==> config.mk <==
export PLATFORM = sky130hd
export DESIGN_NAME = pad_poll_sequencer
export DESIGN_NICKNAME = d
export VERILOG_FILES = /design/src/rtl/pad_pkg.sv /design/src/rtl/pad_sync.sv /design/src/rtl/pad_poll_sequencer.sv
export SDC_FILE = /design/constraint.sdc
export NUM_CORES = 1
export LEC_CHECK = 0
export ABC_CLOCK_PERIOD_IN_PS = 2000
export BUFFER_PORTS_ARGS = -buffer_cell sky130_fd_sc_hd__buf_2
export CELL_PAD_IN_SITES_DETAIL_PLACEMENT = 2
export CELL_PAD_IN_SITES_GLOBAL_PLACEMENT = 2
export CORE_ASPECT_RATIO = 1.5
export CORE_UTILIZATION = 40
export DETAILED_ROUTE_END_ITERATION = 7
export GPL_TIMING_DRIVEN = 0
export PLACE_DENSITY = 0.88
export SYNTH_ARGS = -nofsm -noshare
export SYNTH_HDL_FRONTEND = slang
export SYNTH_SLANG_ARGS = --single-unit
==> constraint.sdc <==
create_clock -name clk -period 2 [get_ports clk]
set_input_delay 0.3 -clock clk [delete_from_list [all_inputs] [get_ports clk]]
set_output_delay 0.3 -clock clk [all_outputs]
set_load 0.005 [all_outputs]
==> src/rtl/pad_pkg.sv <==
// Shared types and constants for the serial game-pad poll sequencer.
// Button bit positions follow the pad's shift order: A is shifted out first.
package pad_pkg;

    typedef enum logic [2:0] {
        IDLE,
        LATCH,
        PULSE_HI,
        PULSE_LO,
        DONE
    } state_t;

    localparam int NUM_BUTTONS = 8;

    localparam int BTN_A      = 0;
    localparam int BTN_B      = 1;
    localparam int BTN_SELECT = 2;
    localparam int BTN_START  = 3;
    localparam int BTN_UP     = 4;
    localparam int BTN_DOWN   = 5;
    localparam int BTN_LEFT   = 6;
    localparam int BTN_RIGHT  = 7;

    typedef logic [$clog2(NUM_BUTTONS)-1:0] bit_idx_t;

    function automatic logic is_last_bit(input bit_idx_t idx);
        return idx == bit_idx_t'(NUM_BUTTONS - 1);
    endfunction

endpackage

==> src/rtl/pad_sync.sv <==
// Two-flop synchroniser for the asynchronous pad data line.
// Resets to 1, the released (not pressed) level of the active-low pad data.
module pad_sync (
    input  logic clk,
    input  logic rst,
    input  logic d,
    output logic q
);

    logic meta;

    // NOTE: sequential state uses non-blocking assignments so both flops sample the same edge.
    always_ff @(posedge clk or posedge rst) begin
        if (rst) begin
            meta <= 1'b1;
            q    <= 1'b1;
        end else begin
            meta <= d;
            q    <= meta;
        end
    end

endmodule

==> src/rtl/pad_poll_sequencer.sv <==
// Scheduled poller for a latch/pulse/data serial game pad: drives latch and pulse,
// deserialises 8 button bits and publishes them as one atomic active-high word.
module pad_poll_sequencer
    import pad_pkg::*;
#(
    parameter int LATCH_CYCLES = 600,
    parameter int HALF_PERIOD  = 300,
    parameter int POLL_PERIOD  = 833333
) (
    input  logic       clk,
    input  logic       rst,
    input  logic       enable,
    input  logic       poll_now,
    input  logic       data_in,
    output logic       latch,
    output logic       pulse,
    output logic [7:0] buttons,
    output logic       valid,
    output logic       busy
);

    localparam int PHASE_MAX = (LATCH_CYCLES > HALF_PERIOD) ? LATCH_CYCLES : HALF_PERIOD;
    localparam int PHASE_W   = $clog2(PHASE_MAX);
    localparam int TIMER_W   = $clog2(POLL_PERIOD);

    localparam logic [PHASE_W-1:0] LATCH_LAST = PHASE_W'(LATCH_CYCLES - 1);
    localparam logic [PHASE_W-1:0] HALF_LAST  = PHASE_W'(HALF_PERIOD - 1);
    localparam logic [TIMER_W-1:0] TIMER_LAST = TIMER_W'(POLL_PERIOD - 1);

    state_t                 state;
    state_t                 state_next;
    logic [PHASE_W-1:0]     phase_cnt;
    logic                   phase_last;
    bit_idx_t               bit_idx;
    logic [NUM_BUTTONS-1:0] shift_reg;
    logic [TIMER_W-1:0]     timer;
    logic                   pending;
    logic                   tick;
    logic                   request;
    logic                   leave_idle;
    logic                   capture;
    logic                   data_sync;

    pad_sync u_sync (
        .clk (clk),
        .rst (rst),
        .d   (data_in),
        .q   (data_sync)
    );

    assign tick       = enable && (timer == TIMER_LAST);
    assign request    = tick || (enable && poll_now);
    assign leave_idle = (state == IDLE) && pending;

    always_ff @(posedge clk or posedge rst) begin
        if (rst) begin
            timer <= '0;
        end else if (!enable || tick) begin
            timer <= '0;
        end else begin
            timer <= timer + TIMER_W'(1);
        end
    end

    // A request arriving in the same cycle the FSM leaves IDLE stays pending for the next poll.
    always_ff @(posedge clk or posedge rst) begin
        if (rst) begin
            pending <= 1'b0;
        end else if (!enable) begin
            pending <= 1'b0;
        end else if (request) begin
            pending <= 1'b1;
        end else if (leave_idle) begin
            pending <= 1'b0;
        end
    end

    // NOTE: every combinational output gets a default first so no path infers a latch.
    always_comb begin
        state_next = state;
        phase_last = 1'b0;
        case (state)
            IDLE: begin
                if (pending) state_next = LATCH;
            end
            LATCH: begin
                phase_last = (phase_cnt == LATCH_LAST);
                if (phase_last) state_next = PULSE_HI;
            end
            PULSE_HI: begin
                phase_last = (phase_cnt == HALF_LAST);
                if (phase_last) state_next = PULSE_LO;
            end
            PULSE_LO: begin
                phase_last = (phase_cnt == HALF_LAST);
                if (phase_last) state_next = is_last_bit(bit_idx) ? DONE : PULSE_HI;
            end
            DONE: begin
                state_next = IDLE;
            end
            default: begin
                state_next = IDLE;
            end
        endcase
    end

    assign capture = phase_last && ((state == LATCH) || (state == PULSE_LO));

    // latch/pulse are registered from the next state so the pad pins never see decode glitches.
    always_ff @(posedge clk or posedge rst) begin
        if (rst) begin
            state     <= IDLE;
            phase_cnt <= '0;
            bit_idx   <= '0;
            shift_reg <= '1;
            buttons   <= 8'h00;
            latch     <= 1'b0;
            pulse     <= 1'b0;
        end else begin
            state <= state_next;
            latch <= (state_next == LATCH);
            pulse <= (state_next == PULSE_HI);

            if ((state_next != state) || (state == IDLE)) begin
                phase_cnt <= '0;
            end else begin
                phase_cnt <= phase_cnt + PHASE_W'(1);
            end

            if (state == IDLE) begin
                bit_idx <= '0;
            end else if (capture) begin
                shift_reg[bit_idx] <= data_sync;
                bit_idx            <= bit_idx + bit_idx_t'(1);
            end

            // The final bit is folded in directly so the word is already complete during DONE.
            if ((state == PULSE_LO) && (state_next == DONE)) begin
                buttons <= ~{data_sync, shift_reg[NUM_BUTTONS-2:0]};
            end
        end
    end

    assign valid = (state == DONE);
    assign busy  = (state != IDLE);

endmodule
==> results_dict.tcl <==
set metrics [dict create \
    clk_pin_slew_worst_paths_ps 110 \
    hold_violations 0 \
    rr_endpoint "shift_reg[1]$_DFFE_PP1P_" \
    syn_avg_cell_area_um2 10.6 \
    cts_num_sinks 56 \
    fin_hold_ws_ps 84.6 \
    crit_required_ps 2240 \
    routed_wl_um 8680 \
    clk_latency_ps 310 \
    start_util_pct 42.0 \
    synth-edff-count 0 \
    hold_class "primary input to register" \
    crit_path_end_kind "register" \
    syn_to_final_growth_pct 21.8 \
    first_iter_violations 98 \
    p_leak_nw 1.42 \
    cp_max_fo 8 \
    die-width_um 70.0 \
    layout_commonest_cell "dfrtp_1" \
    grt_max_degree 38 \
    synth_fp_nets 272 \
    mostFrequentLayoutCells "dfrtp_1 (45), nor2_1 (26), nand2_1 (24)" \
    antenna_found_initial 0 \
    n_antenna_cell 0 \
    slew_headroom_pct 65.0 \
    reg2reg_depth 7 \
    core_um2 6620 \
    status "finished with violations" \
    start_kind "register" \
    async_flop_share_pct 100 \
    clockPowerShare_pct 26.7 \
    maxCapViolCount 0 \
    route.vias.total 2230 \
    dr.pass1.iters 4 \
    setup_viol 3 \
    syn_inst 262 \
    drcViolationCount 0 \
    max-vdd-ir-drop_uv 363 \
    reg2reg_from "phase_cnt[1]$_DFF_PP0_" \
    grt_usage_pct 20.8 \
    cts_root_buf "clkbuf_8" \
    final_area_um2 3380 \
    tightest_slew_ps 524 \
    num_rows 36 \
    ys_warn_count 0 \
    io_buffers 16 \
    synth.distinct_cells 46 \
    grt_pass1_wl_um 12200 \
    cts.path.max_buffers 2 \
    largest-register "timer" \
    wl_per_cell_um 23.0 \
    final_layout_size_suffix_gt1_share_pct 26.2 \
    seq_power_share_pct 56.5 \
    holdPathEnd "u_sync.meta$_DFF_PP1_" \
    dieArea_um2 7290 \
    setup_slack_ps -15.1 \
    grt_pass1_vias 2434 \
    nNetsFinal 311 \
    netSwitchingFraction_pct 30.7 \
    yosysSeqAreaShare_pct 50.9 \
    yosys_most_used_dff "dfrtp_1" \
    syn_area_um2 2780 \
    gp_congestion 0.784 \
    power.density_nw_per_um2 708 \
    placed_cell_area_um2 2970 \
    crit_type "register to register" \
    ios 17 \
    utilization_pct 51.1 \
    ant_nets 0 \
    internal_power_mw 1.66 \
    crit_start "phase_cnt[1]$_DFF_PP0_" \
    r2r_slack_ps -20 \
    whs_path_depth 1 \
    fin_crit_ps 2020 \
    finalMaxSlewViolations 0 \
    rsz0062_at_grt "true" \
    worstHoldStart "data_in" \
    via_per_inst 5.90 \
    die_y_um 104 \
    cts_tree "done" \
    largest_reg_flops 20 \
    violations "negative setup slack" \
    combPwrFrac_pct 16.8 \
    arrival_ps 2260 \
    fin_skew_ps 11.9 \
    htree_num_levels 2 \
    dp_hpwl_um 4870 \
    fin_setup_tns_ps -21.7 \
    dpl.cell_count 355 \
    cts_buffers 5 \
    top_regs "timer: 20 flops, phase_cnt: 10 flops, buttons: 8 flops" \
    synth-seq-cells 56 \
    grt-ovfl-total 0 \
    final_cells 378 \
    max_freq_ghz 0.496 \
    fin_crit_sh_pct 101 \
    p_switching_mw 0.736 \
]
[kinds of logic after synthesis]
logic type               Yosys count  synth area share [%]
buffers and inverters             19                  2.84
flip-flops                        56                  50.9
XOR/XNOR                          22                  6.94
adder cells (fa/ha/maj)            5                  2.25
AND/OR/NAND/NOR                  113                  23.4
multiplexers                      10                  3.92
AO/OA/AOI/OAI                     37                  9.82
[cell type report]
cell class / count / area, um2
plain buffers: 7 / 42.5
clock buffers: 5 / 68.8
clock inverters: 3 / 23.8
fillers: 665 / 3240
inverters: 11 / 41.3
multi-input cells: 187 / 1450
flip-flops and latches: 56 / 1420
well taps: 76 / 95.1
repair buffers: 33 / 248
[cells in the mapped netlist (2+ instances only)]
library cell / number / area [um2]
dfrtp_1: 47 / 1180
nor2_1: 26 / 97.6
nand2_1: 24 / 90.1
o21ai_0: 13 / 65.1
xnor2_1: 13 / 114
nand4_1: 12 / 75.1
inv_1: 11 / 41.3
a21oi_1: 10 / 50.1
nand3_1: 10 / 50.1
dfstp_2: 9 / 236
xor2_1: 9 / 78.8
a2111oi_1: 6 / 60.1
and3_1: 6 / 37.5
mux2_1: 6 / 67.6
nor3_1: 6 / 30.0
ha_1: 5 / 62.6
clkbuf_1: 4 / 15.0
and4_1: 3 / 26.3
buf_2: 3 / 15.0
mux2i_1: 3 / 30.0
nand2b_1: 3 / 18.8
nand4b_1: 3 / 26.3
nor4_1: 3 / 18.8
or3_1: 3 / 18.8
and2_1: 2 / 12.5
nand4_4: 2 / 42.5
[how the worst max path moves through the flow]
stage,slack [ps],end,cells after the start
finish,-20,shift_reg[1]$_DFFE_PP1P_,7
global route,-100,shift_reg[1]$_DFFE_PP1P_,7
CTS,-70,shift_reg[2]$_DFFE_PP1P_,6
detailed placement,-210,timer[8]$_DFF_PP0_,5
global placement,-380,phase_cnt[7]$_DFF_PP0_,2
floorplan,130,shift_reg[0]$_DFFE_PP1P_,5
[timing repair]
item,CTS,global route
gates resized for setup,9,19
endpoints found under the hold margin,14,0
setup endpoints to repair,26,28
hold buffers,1,0
buffers inserted,4,11
pin swaps,1,4
[stage by stage]
stage | setup slack, ps | power (mW)
finish | -15.1 | 2.40
global route | -102 | 2.51
CTS | -70.2 | 2.33
detailed placement | -214 | 1.67
global placement | -376 | 1.64
floorplan | 125 | 1.58
[power groups by stage]
stage	combinational [mW]	clock (mW)	sequential (mW)
6_report	0.402	0.639	1.35
5_1_grt	0.452	0.693	1.37
4_1_cts	0.337	0.660	1.34
3_3_place_gp	0.296	0	1.35
2_1_floorplan	0.256	0	1.32
3_5_place_dp	0.318	0	1.35
[worst max-delay path, cell delays in order, from the launching register on]
cell,delay (ps)
dfrtp_1,430
ha_4,180
and3_1,210
buf_6,140
nand4_4,110
buf_12,180
a2111oi_4,330
mux2_1,370
[per-layer routing]
layer | vias up | part of all wire [%] | track usage, %
met1 | 1165 | 40 | 24.0
met2 | 36 | 55 | 39.4
met4 | 0 | 2.8 | 5.29
met5 | - | 0 | 0
met3 | 17 | 2.2 | 3.10
li1 | 1012 | - | -
(Power assumes the default switching activity.)
